--- config.mk ---
export PLATFORM = sky130hd
export DESIGN_NAME = bcd_scan_ctrl
export DESIGN_NICKNAME = d
export VERILOG_FILES = /design/src/rtl/bcd_scan_ctrl_pkg.sv /design/src/rtl/bcd_scan_ctrl_bcd_digit.sv /design/src/rtl/bcd_scan_ctrl.sv
export SDC_FILE = /design/constraint.sdc
export NUM_CORES = 1
export LEC_CHECK = 0
export ABC_AREA = 1
export BUFFER_PORTS_ARGS = -buffer_cell sky130_fd_sc_hd__buf_4
export CAP_MARGIN = 5
export CORE_UTILIZATION = 45
export CTS_CLUSTER_DIAMETER = 100
export DETAILED_ROUTE_END_ITERATION = 7
export PLACE_DENSITY_LB_ADDON = 0.2
export SKIP_CTS_REPAIR_TIMING = 1
export SLEW_MARGIN = 20
export SYNTH_ARGS = -nofsm -noshare
export SYNTH_HDL_FRONTEND = slang
export SYNTH_SLANG_ARGS = --single-unit
--- constraint.sdc ---
create_clock -name clk -period 1.82 [get_ports clk]
set_clock_uncertainty 0.05 [all_clocks]
set_input_delay 0.364 -clock clk [delete_from_list [all_inputs] [get_ports clk]]
set_output_delay 0.364 -clock clk [all_outputs]
set_load 0.02 [all_outputs]
--- src/rtl/bcd_scan_ctrl_pkg.sv ---
// -----------------------------------------------------------------------------
// bcd_scan_ctrl_pkg
// Shared constants and helpers for the two-digit BCD counter / display scanner.
//   BCD_MAX            : largest legal BCD digit value.
//   AN_LO/AN_HI/AN_OFF : active-low anode patterns (ones lit, tens lit, blank).
//   clog2_f()          : counter width needed to hold 0..value-1.
// -----------------------------------------------------------------------------
package bcd_scan_ctrl_pkg;

    localparam logic [3:0] BCD_MAX = 4'd9;

    localparam logic [1:0] AN_LO  = 2'b10;
    localparam logic [1:0] AN_HI  = 2'b01;
    localparam logic [1:0] AN_OFF = 2'b11;

    // Bits needed for a counter running 0..value-1; never less than 1.
    function automatic int clog2_f(input int value);
        int w;
        w = 1;
        for (int i = 1; i < 31; i++) begin
            if ((1 << i) < value) begin
                w = i + 1;
            end
        end
        return w;
    endfunction

endpackage

--- src/rtl/bcd_scan_ctrl_bcd_digit.sv ---
// -----------------------------------------------------------------------------
// bcd_digit
// One BCD decade counter (0..9) with clear, clamped load and up/down stepping.
// Priority: clr > load > step.
// Ports:
//   clk, rst_n : clock, asynchronous active-low reset
//   clr        : synchronous clear to 0
//   load       : synchronous load of load_d (values above 9 load as 9)
//   load_d     : load value
//   step       : advance one count in the direction given by up
//   up         : 1 = increment, 0 = decrement
//   q          : current digit
//   carry_out  : step while at the boundary (9 going up, 0 going down);
//                drives the next decade's step
// -----------------------------------------------------------------------------
module bcd_digit
    import bcd_scan_ctrl_pkg::*;
(
    input  logic       clk,
    input  logic       rst_n,
    input  logic       clr,
    input  logic       load,
    input  logic [3:0] load_d,
    input  logic       step,
    input  logic       up,
    output logic [3:0] q,
    output logic       carry_out
);

    logic [3:0] r_q;
    logic       w_at_bound;

    assign w_at_bound = up ? (r_q == BCD_MAX) : (r_q == 4'd0);
    assign carry_out  = step && w_at_bound;
    assign q          = r_q;

    // NOTE: sequential state uses non-blocking (<=) so every flop samples
    // pre-edge values and simulation matches the synthesized registers.
    always_ff @(posedge clk or negedge rst_n) begin
        if (!rst_n) begin
            r_q <= 4'd0;
        end else if (clr) begin
            r_q <= 4'd0;
        end else if (load) begin
            r_q <= (load_d > BCD_MAX) ? BCD_MAX : load_d;
        end else if (step) begin
            if (w_at_bound) begin
                r_q <= up ? 4'd0 : BCD_MAX;
            end else begin
                r_q <= up ? (r_q + 4'd1) : (r_q - 4'd1);
            end
        end
    end

endmodule

--- src/rtl/bcd_scan_ctrl.sv ---
// -----------------------------------------------------------------------------
// bcd_scan_ctrl
// Two-digit BCD up/down counter with a tick prescaler and a two-digit display
// scan generator feeding a 4-bit 2:1 digit mux and active-low anodes.
// Ports:
//   clk, rst_n : clock, asynchronous active-low reset
//   cnt_en     : prescaler runs only while high
//   cnt_up     : count direction on the tick cycle (1 = up)
//   clr        : synchronous clear of digits and prescaler (not the scanner)
//   load       : synchronous load of load_val (nibbles above 9 load as 9)
//   load_val   : {tens, ones} BCD load value
//   digit_lo   : ones digit (mux input A)
//   digit_hi   : tens digit (mux input B)
//   scan_sel   : 0 = ones active, 1 = tens active (mux select)
//   an         : active-low anodes, an[0] = ones, an[1] = tens
//   wrap       : one-cycle pulse with the 99->00 (up) or 00->99 (down) update
// -----------------------------------------------------------------------------
module bcd_scan_ctrl
    import bcd_scan_ctrl_pkg::*;
#(
    parameter int TICK_DIV = 50000000,
    parameter int SCAN_DIV = 50000
) (
    input  logic       clk,
    input  logic       rst_n,
    input  logic       cnt_en,
    input  logic       cnt_up,
    input  logic       clr,
    input  logic       load,
    input  logic [7:0] load_val,
    output logic [3:0] digit_lo,
    output logic [3:0] digit_hi,
    output logic       scan_sel,
    output logic [1:0] an,
    output logic       wrap
);

    localparam int PW = clog2_f(TICK_DIV);
    localparam int SW = clog2_f(SCAN_DIV);
    localparam logic [PW-1:0] P_MAX = PW'(TICK_DIV - 1);
    localparam logic [SW-1:0] S_MAX = SW'(SCAN_DIV - 1);

    logic [PW-1:0] r_presc;
    logic [SW-1:0] r_scan_cnt;
    logic          r_scan_sel;
    logic          r_wrap;

    logic          w_tick;
    logic          w_lo_carry;
    logic          w_hi_carry;

    // clr and load both outrank the tick, so a coincident tick is dropped.
    assign w_tick = cnt_en && !clr && !load && (r_presc == P_MAX);

    // ---------------------------------------------------------------- prescaler
    always_ff @(posedge clk or negedge rst_n) begin
        if (!rst_n) begin
            r_presc <= '0;
        end else if (clr || load) begin
            r_presc <= '0;
        end else if (cnt_en) begin
            r_presc <= (r_presc == P_MAX) ? '0 : (r_presc + 1'b1);
        end
    end

    // ------------------------------------------------------------------ digits
    bcd_digit u_digit_lo (
        .clk       (clk),
        .rst_n     (rst_n),
        .clr       (clr),
        .load      (load),
        .load_d    (load_val[3:0]),
        .step      (w_tick),
        .up        (cnt_up),
        .q         (digit_lo),
        .carry_out (w_lo_carry)
    );

    bcd_digit u_digit_hi (
        .clk       (clk),
        .rst_n     (rst_n),
        .clr       (clr),
        .load      (load),
        .load_d    (load_val[7:4]),
        .step      (w_lo_carry),
        .up        (cnt_up),
        .q         (digit_hi),
        .carry_out (w_hi_carry)
    );

    // A tens-digit carry only happens on the 99->00 / 00->99 step, so
    // registering it lines the pulse up with the digit update.
    always_ff @(posedge clk or negedge rst_n) begin
        if (!rst_n) begin
            r_wrap <= 1'b0;
        end else if (clr || load) begin
            r_wrap <= 1'b0;
        end else begin
            r_wrap <= w_hi_carry;
        end
    end

    assign wrap = r_wrap;

    // ------------------------------------------------------------- scan logic
    // Free-running: deliberately ignores cnt_en, clr and load.
    always_ff @(posedge clk or negedge rst_n) begin
        if (!rst_n) begin
            r_scan_cnt <= '0;
            r_scan_sel <= 1'b0;
        end else if (r_scan_cnt == S_MAX) begin
            r_scan_cnt <= '0;
            r_scan_sel <= ~r_scan_sel;
        end else begin
            r_scan_cnt <= r_scan_cnt + 1'b1;
        end
    end

    assign scan_sel = r_scan_sel;

    // NOTE: an always_comb output gets a default before any branching so no
    // path leaves it unassigned, which would otherwise infer a latch.
    always_comb begin
        an = AN_OFF;
        case (r_scan_sel)
            1'b0:    an = AN_LO;
            1'b1:    an = AN_HI;
            default: an = AN_OFF;
        endcase
    end

endmodule

Word level (Yosys, flattened, before mapping)

Cells that the tools add are included.

Memory bits (read-only): 0
Input port bits: 14
Register bits after elaboration: 52
Latch bits: 0
Bits in writable memories: 0
Logic and storage cells: 53
Memories kept: 0

Equal/unequal tests: 4
Reductions and logical operators: 13
Add/sub/neg operators: 6
Shifts and indexed selects: 0
Multiplexer cells: 21
Divide/modulo/power cells: 0
Bitwise gates (word level): 1
Multipliers: 0
Order comparisons: 2

Operators by type and width:

| kind                  | number |
|---|---|
| $mux 26               | 3 |
| $mux 4                | 13 |
| $add 26x1->26 const B | 1 |
| $eq 26x26->1 const B  | 1 |
| $add 16x1->16 const B | 1 |
| $eq 16x16->1 const B  | 1 |
| $mux 16               | 1 |
| $add 4x1->4 const B   | 2 |
| $eq 4x4->1 const B    | 2 |
| $gt 4x4->1 const B    | 2 |
| $logic_not 4->1       | 2 |
| $sub 4x1->4 const B   | 2 |
| $reduce_bool 3->1     | 2 |
| $logic_and 1x1->1     | 5 |
| $pmux 2 s2            | 1 |
| $mux 1                | 3 |
| $logic_not 1->1       | 2 |
| $reduce_bool 2->1     | 1 |
| $logic_or 1x1->1      | 1 |
| $not 1->1             | 1 |

Longest topological paths before layout

Gate-level depths: netlist of run 1.

Word-level depth: 8
Mapped depth: 12
Gate-level depth less buffers: 12

Modules after synthesis

From an unflattened synthesis of run 1, not the netlist that was laid out.

Cell total of the unflattened synthesis: 487
Area total of the unflattened synthesis: 3473.3 um2

Modules (own cells, without submodules):

| module        | cells an instance | instances | area each (um2) |
|---|---|---|---|
| bcd_scan_ctrl | 357               | 1         | 2667.6 |
| bcd_digit     | 65                | 2         | 402.9 |

Worst setup path before layout of run 1

OpenSTA, ideal clock, no wires.

Kind: reg-to-reg
Start point: reg u_digit_hi.r_q[2], in the netlist u_digit_hi.q[2]
End point: reg u_digit_hi.r_q[3], in the netlist u_digit_hi.q[3]
Cell stages (with the launch flop): 11
Data arrival time: 1467 ps
Clock period less this slack: 1635 ps
Slack: 185 ps
Library setup time: 117 ps
Cell sequence: dfrtp_1 -> ha_1 -> or2_2 -> nand2_1 -> nand2_1 -> nand2_1 -> nand2_1 -> nand2_1 -> nand2_1 -> nand3_1 -> nand2_1

Word-level cells in the longest chain between the ends: 6
Elaborated cells on any way between the ends: 10
Classes of those cells: add/sub (2); eq/ne (1); mux (6); reduce/logical (1)

RTL lines:

| element                                   | line                                                         | RTL |
|---|---|---|
| start: declaration                        | bcd_scan_ctrl_bcd_digit.sv:30                                | `logic [3:0] r_q;` |
| start signal: assignment                  | bcd_scan_ctrl_bcd_digit.sv:45                                | `r_q <= (load_d > BCD_MAX) ? BCD_MAX : load_d;` |
| start signal: assignment                  | bcd_scan_ctrl_bcd_digit.sv:48                                | `r_q <= up ? 4'd0 : BCD_MAX;` |
| start signal: assignment                  | bcd_scan_ctrl_bcd_digit.sv:50                                | `r_q <= up ? (r_q + 4'd1) : (r_q - 4'd1);` |
| $sub 4x1->4, or another cell as far along | bcd_scan_ctrl_bcd_digit.sv:50                                |  |
| $mux 4 or $mux 1 (tied branches)          | bcd_scan_ctrl_bcd_digit.sv:50, bcd_scan_ctrl_bcd_digit.sv:33 |  |
| $mux 4 *                                  | bcd_scan_ctrl_bcd_digit.sv:47                                | `if (w_at_bound) begin` |
| $mux 4 *                                  | bcd_scan_ctrl_bcd_digit.sv:46                                | `end else if (step) begin` |
| $mux 4 *                                  | bcd_scan_ctrl_bcd_digit.sv:44                                | `end else if (load) begin` |
| $mux 4 *                                  | bcd_scan_ctrl_bcd_digit.sv:42                                | `end else if (clr) begin` |

Mark *: on every way between the ends. The rest lies on a longest branch, timed or not. The select of a mux whose other input is x is not followed.
A chain may end at the register's enable or synchronous reset.

Worst setup path after layout of run 1

Start point: reg r_presc[0]
End point: reg r_presc[25]

Word-level cells in the longest chain between the ends: 4
Elaborated cells on any way between the ends: 5
Classes of those cells: add/sub (1); eq/ne (1); mux (3)

RTL lines:

| element                                       | line                | RTL |
|---|---|---|
| start: declaration                            | bcd_scan_ctrl.sv:43 | `logic [PW-1:0] r_presc;` |
| start signal: assignment                      | bcd_scan_ctrl.sv:62 | `r_presc <= (r_presc == P_MAX) ? '0 : (r_presc + 1'b1);` |
| $add 26x1->26 or $eq 26x26->1 (tied branches) | bcd_scan_ctrl.sv:62 |  |
| $mux 26 *                                     | bcd_scan_ctrl.sv:62 |  |
| $mux 26 *                                     | bcd_scan_ctrl.sv:61 | `end else if (cnt_en) begin` |
| $mux 26 *                                     | bcd_scan_ctrl.sv:59 | `end else if (clr \|\| load) begin` |

Marks and branches as above.

==> impl_results.md, run 1 <==
* Syn_area_per_cell at roughly 7.2 sq um
* Number of flops mapped to enable cells by yosys at 0
* Met3 routed WL at about 290 um
* Placeable Area at 7250 sq um
* Worst reg2reg setup slack at 0.14 ns
* CP Data Arrival Time at about 1.9 ns
* Max clock buf depth at 2
* CTS tree: done
* Critical path's slowest cell: dfrtp_1
* Fin nets at about 530
* Initial antenna violation count at 0
* Clock-pin transition on the worst setup and hold timing paths at 0.10 ns
* CP Class: reg2reg
* Largest stage delay, worst path at a little over 0.4 ns
* Initial DRC Count at ~140
* Top_reg_cell synth: dfrtp_1
* Run status: finished, final reports clean
* CTS buffer count at 5
* Vias in the first global route at 2845
* Peak fanout along the critical path at 12
* Die Area at 7890 sq um
* Seq/Total Area, Yosys at 38.4%
* First-pass detailed-route iteration total at 5
* Max Clk Rate at a little under 600 MHz
* Initial core utilization at approximately 47%
* Die Span X at 88.8 um
* Uppermost layer routed: met4
* Switching share of power at 26.5%
* CP bufs+invs at 2
* First-pass GRT wire length at 12900 um
* Final hold viol count at 0
* Proportion of layout cells with a drive suffix above 1 at between 10% and 20%
* CP Capture Type: flop
* Critical Path RT at 2.00 ns
* Most common cell after layout, fill and taps aside: nand2_1
* Most frequent CP cell: nand2_1
* HP Class: in2async
* Max-cap check violation count at 0
* Flops & latches, synth at 52
* Average vias per placed instance at 4.98
* Total number of vias at between 3000 and 4000
* Ys async rst share at 100%
* Pwr dens at a little over 600 nW/um^2
* Inst Count DP at 595
* Placer Congestion at approximately 0.87
* Top Ports at 26
* Clk sinks at 52
* Mapped Cells at ~470
* Slew at the pin closest to its max-slew limit at ~0.66 ns
* Synth-to-layout area growth at 14.2%
* Tot GR Track Use at between 20% and 30%
* Post-route insts no fill at about 600
* Largest delay contributor family on the critical path: flip-flops
* Hold slack at just under 0.03 ns
* Distinct cells, synth at 37
* CTS root buf: clkbuf_8
* Crit-path cells: ha_1 > nand2_1 > inv_1 > nand2_1 > nor2_4 > a21boi_4 > buf_12 > nand2_1 > o21ai_1
* Final WL at roughly 7500 um
* Number of diodes at 0
* Post-Syn Nets at 490
* Commonest cells after routing, fill and taps aside: 117 x nand2_1, 68 x nor2_1, 66 x inv_1
* Average wire per standard cell at 12.4 um
* Yosys warns at 0
* Clock power share at approximately a third
* Fin util at a little over half
* Die Ht at around 89 um
* Worst skew pair latency at a little over 0.3 ns
* Slew headroom at between 50% and 60%
* Dpl ws at 0.0421 ns
* Met1 WL at 3710 um
* Fill cells at a little over 700
* Switch Pwr at between 600 and 700 uW
* P_leak at about 1.9 nW
* Row Count at 31
* Final WS setup at between 0.1 and 0.15 ns
* Finish-stage setup viols at 0
* Sequential Power Share at slightly above 50%
* Combinational share of power at between 15 and 20%
* H-tree depth at 2
* Total gr overflow at 0
* Total power at roughly 2.3 mW
* # port buffers at 25
* CP Launch Type: flop
* Crit path time final at ~1.7 ns
* Largest net degree at the start of global routing at 53
* P_int at between 1.5 and 2 mW
* Routed Antenna Nets at 0
* Post-DP HPWL at 5590 um
* Period utilization at between 90 and 100%
* Met2 wire len at about 3400 um
* Max-slew violation count at 0
* Max VDD drop at 0.000370 V
* DRC at 0
* Post-Syn Area at ~3400 sq um
final timing paths:
path                                    start              to  cells after the start
min in group clk                       cnt_en     r_presc[24]                      3
max in group asynchronous               rst_n  r_scan_cnt[13]                      1
worst max register to register     r_presc[0]     r_presc[25]                      9
worst min-delay path                    rst_n      r_presc[9]                      1
worst max-delay path               r_presc[0]     r_presc[25]                      9
worst min register to register  r_scan_cnt[0]   r_scan_cnt[0]                      1
cells in the mapped netlist (2+ instances only):
| master | instances | area (sq um) |
|---|---|---|
| a21oi_1 | 8 | 40.0 |
| a21oi_2 | 2 | 17.5 |
| a221oi_1 | 2 | 17.5 |
| buf_2 | 2 | 10.0 |
| buf_6 | 2 | 22.5 |
| dfrtp_1 | 52 | 1300 |
| fa_1 | 2 | 40.0 |
| ha_1 | 6 | 75.1 |
| inv_1 | 66 | 248 |
| nand2_1 | 119 | 447 |
| nand2_2 | 6 | 37.5 |
| nand3_1 | 39 | 195 |
| nand4_1 | 8 | 50.1 |
| nor2_1 | 70 | 263 |
| nor2_2 | 3 | 18.8 |
| nor2_4 | 3 | 33.8 |
| nor2_8 | 3 | 60.1 |
| nor3_1 | 8 | 40.0 |
| nor4_1 | 2 | 12.5 |
| o21ai_0 | 21 | 105 |
| o21ai_1 | 3 | 15.0 |
| o21bai_1 | 2 | 15.0 |
| o22ai_1 | 8 | 50.1 |
| or2_2 | 2 | 12.5 |
| xor2_1 | 17 | 149 |
routing by layer:
layer / global-route usage (%) / vias to the layer above
met5: 0 / -
met4: 4.40 / 0
met3: 3.54 / 7
met2: 33.7 / 51
met1: 30.1 / 1387
li1: - / 1559
state kept, by name, indices dropped and copies added, names as in the netlist:
name,flops
r_scan_cnt,16
u_digit_hi.q,4
r_presc,26
wrap,1
scan_sel,1
u_digit_lo.q,4
metrics by stage:
step | area [sq um] | setup TNS [ns]
2_1_floorplan | 3390 | 0
3_3_place_gp | 3740 | 0
3_5_place_dp | 3740 | 0
4_1_cts | 3840 | 0
5_1_grt | 3870 | -0.0119
6_report | 3870 | 0
final cells by class:
| type | count | area [sq um] | share of cell area [%] |
|---|---|---|---|
| repair buffers | 34 | 268 | 6.92 |
| multi-input cells | 343 | 1820 | 46.9 |
| inverters | 67 | 254 | 6.56 |
| flip-flops and latches | 52 | 1300 | 33.6 |
| well taps | 99 | 124 | 3.20 |
| clock inverters | 2 | 35.0 | 0.905 |
| clock buffers | 6 | 72.6 | 1.87 |
power groups by stage:
stage	sequential, mW	combinational [mW]	clock [mW]
2_1_floorplan	1.25	0.192	0
3_3_place_gp	1.23	0.350	0
3_5_place_dp	1.23	0.359	0
4_1_cts	1.21	0.360	0.807
5_1_grt	1.21	0.404	0.849
6_report	1.21	0.355	0.783
cell families after synthesis:
family	Yosys count	synth area share (%)
and+or+nand+nor	267	35.8
buffers and inverters	73	8.82
DFF	52	38.4
AOI/OAI and AO/OA	50	8.93
xor gates and xnor gates	18	4.65
adders and majority gates	8	3.39
Note: power is estimated with default switching activity, not from simulation.
==> run 2: changes to the inputs <==
--- a/config.mk
+++ b/config.mk
@@ -12,6 +12,7 @@
 export CTS_CLUSTER_DIAMETER = 100
 export DETAILED_ROUTE_END_ITERATION = 7
 export PLACE_DENSITY_LB_ADDON = 0.2
+export RECOVER_POWER = 100
 export SKIP_CTS_REPAIR_TIMING = 1
 export SLEW_MARGIN = 20
 export SYNTH_ARGS = -nofsm -noshare
==> constraint.sdc (replaced) <==
create_clock -name clk -period 1.44 [get_ports clk]
set_clock_uncertainty 0.05 [all_clocks]
set_input_delay 0.288 -clock clk [delete_from_list [all_inputs] [get_ports clk]]
set_output_delay 0.288 -clock clk [all_outputs]
set_load 0.02 [all_outputs]
==> impl_results.md, run 2 (synthesis results as in run 1) <==
* Run status: finished with violations
* Failing checks: setup timing
* Finish-stage setup viols at 37
* Clk sinks at 52
* Critical Path RT at approximately 1.6 ns
* Fin nets at about 610
* Die Area at 7890 sq um
* Final hold viol count at 0
* Max VDD drop at 0.000524 V
* Worst reg2reg setup slack at -0.16 ns
* Total number of vias at 3441
* Most common cell after layout, fill and taps aside: buf_4
* CP Launch Type: flop
* Number of diodes at 0
* Met2 wire len at ~4700 um
* Initial core utilization at between 40% and 50%
* Met3 routed WL at between 200 and 300 um
* Slew at the pin closest to its max-slew limit at between 0.7 and 0.8 ns
* Largest register FFs at 26
* Average vias per placed instance at roughly 5
* Largest delay contributor family on the critical path: simple AND/OR/NAND/NOR gates
* CTS tree: done
* # port buffers at 25
* Die Span X at roughly 89 um
* Dpl ws at -0.223 ns
* Critical path's slowest cell: dfrtp_1
* Initial antenna violation count at 0
* Max clock buf depth at 2
* Die Ht at a little under 90 um
* Hold depth at 3
* Tot GR Track Use at a little over a fifth
* Placeable Area at ~7300 sq um
* First-pass detailed-route iteration total at 4
* R2r worst-path depth at 9
* Placer Congestion at between 0.9 and 1
* Commonest cells after routing, fill and taps aside: 106 x buf_4, 98 x nand2_1, 55 x inv_1
* Hold slack at about 0.23 ns
* Total gr overflow at 0
* RSZ-0062 raised after global routing: true
* Synth-to-layout area growth at 45.4%
* Average wire per standard cell at 13.1 um
* Proportion of layout cells with a drive suffix above 1 at between 40% and 50%
* Uppermost layer routed: met4
* P_leak at 2.39 nW
* Top reg by flops: r_presc
* CP Data Arrival Time at ~1.8 ns
* Crit path time final at between 1.5 and 2 ns
* Routed Antenna Nets at 0
* Largest net degree at the start of global routing at 31
* Met1 WL at between 3000 and 4000 um
* Final WL at between 9000 and 10000 um
* Final WS setup at -0.160 ns
* CP Capture Type: flop
* Row Count at 31
* CTS root buf: clkbuf_8
* Pwr dens at 616 nW/um^2
* Vias in the first global route at roughly 3100
* Post-DP HPWL at about 6200 um
* Top Ports at 26
* Max-cap check violation count at 0
* CTS buffer count at 5
* Slew headroom at between 50% and 60%
* CP bufs+invs at 2
* Max-slew violation count at 0
* Crit-path cells: nand2_1 > nor2_2 > buf_4 > nand2_4 > nor2_4 > a21boi_4 > buf_6 > o211ai_1 > nand2_1
* First-pass GRT wire length at 13200 um
* HP Class: in2reg
* Worst skew pair latency at a little over 0.3 ns
* Initial DRC Count at 164
* H-tree depth at 2
* Fill cells at 598
* Max Clk Rate at 625 MHz
* Largest stage delay, worst path at around 0.41 ns
* DRC at 0
* Cell depth of the worst setup path at 9
* Peak fanout along the critical path at 7
* CP Class: reg2reg
* Period utilization at 111%
* Largest regs: r_presc: 26 flops, r_scan_cnt: 16 flops
* Clock-pin transition on the worst setup and hold timing paths at approximately 0.11 ns
* Most frequent CP cell: nand2_1
run 2: cell count changes in the layout (fill, tap and decap cells not counted), moves of 10 or more:
cell | previous run | this run
nor2_1 | 68 | 52
nand3_1 | 39 | 26
nand2_4 | 0 | 11
nand3_2 | 1 | 12
buf_4 | 33 | 106
inv_1 | 66 | 55
nor2_2 | 3 | 13
nand2_1 | 117 | 98
run 2: final cells by class:
| cell class | count | area (sq um) | share of cell area [%] |
|---|---|---|---|
| Inverter | 67 | 264 | 5.36 |
| Tap cell | 99 | 124 | 2.51 |
| Sequential cell | 52 | 1310 | 26.5 |
| Timing Repair Buffer | 121 | 912 | 18.5 |
| Clock buffer | 5 | 68.8 | 1.40 |
| Multi-Input combinational cell | 344 | 2220 | 45.1 |
| Clock inverter | 3 | 27.5 | 0.559 |
run 2: power by group:
group          internal, mW  switching, mW  total [mW]
sequential             1.49         0.0340        1.52
combinational         0.273          0.335       0.608
clock                 0.358          0.546       0.904
total                  2.12          0.915        3.04
run 2: stage by stage:
| step | area [sq um] | TNS (ns) | utilization (%) | power (mW) | instances |
|---|---|---|---|---|---|
| floorplan | 3420 | -0.0595 | - | 1.84 | 468 |
| global placement | 4320 | -3.97 | 59.5 | 2.09 | 668 |
| detailed placement | 4320 | -5.43 | 59.5 | 2.10 | 668 |
| CTS | 4420 | -5.65 | 60.9 | 3.01 | 676 |
| global route | 4930 | -8.43 | 67.9 | 3.19 | 691 |
| finish | 4930 | -4.22 | 67.9 | 3.04 | 691 |
run 2: path summary, 6_finish.rpt:
check / startpoint / to
setup / recovery: r_presc[6] / r_presc[15]
hold / removal: cnt_en / r_presc[24]
setup reg to reg: r_presc[6] / r_presc[15]
hold reg to reg: r_scan_cnt[0] / r_scan_cnt[0]
max in group asynchronous: rst_n / u_digit_lo.q[2]
min in group asynchronous: rst_n / scan_sel
run 2: tightest hold or removal path: stages:
cell     delay, ns
buf_4         0.10
nand3_1       0.07
o21ai_0       0.09
run 2: metal layers:
layer  GRT usage (%)  vias up
li1                -     1731
met1            28.0     1628
met2            37.8       69
met3            3.26       13
met4            4.11        0
met5               0        -
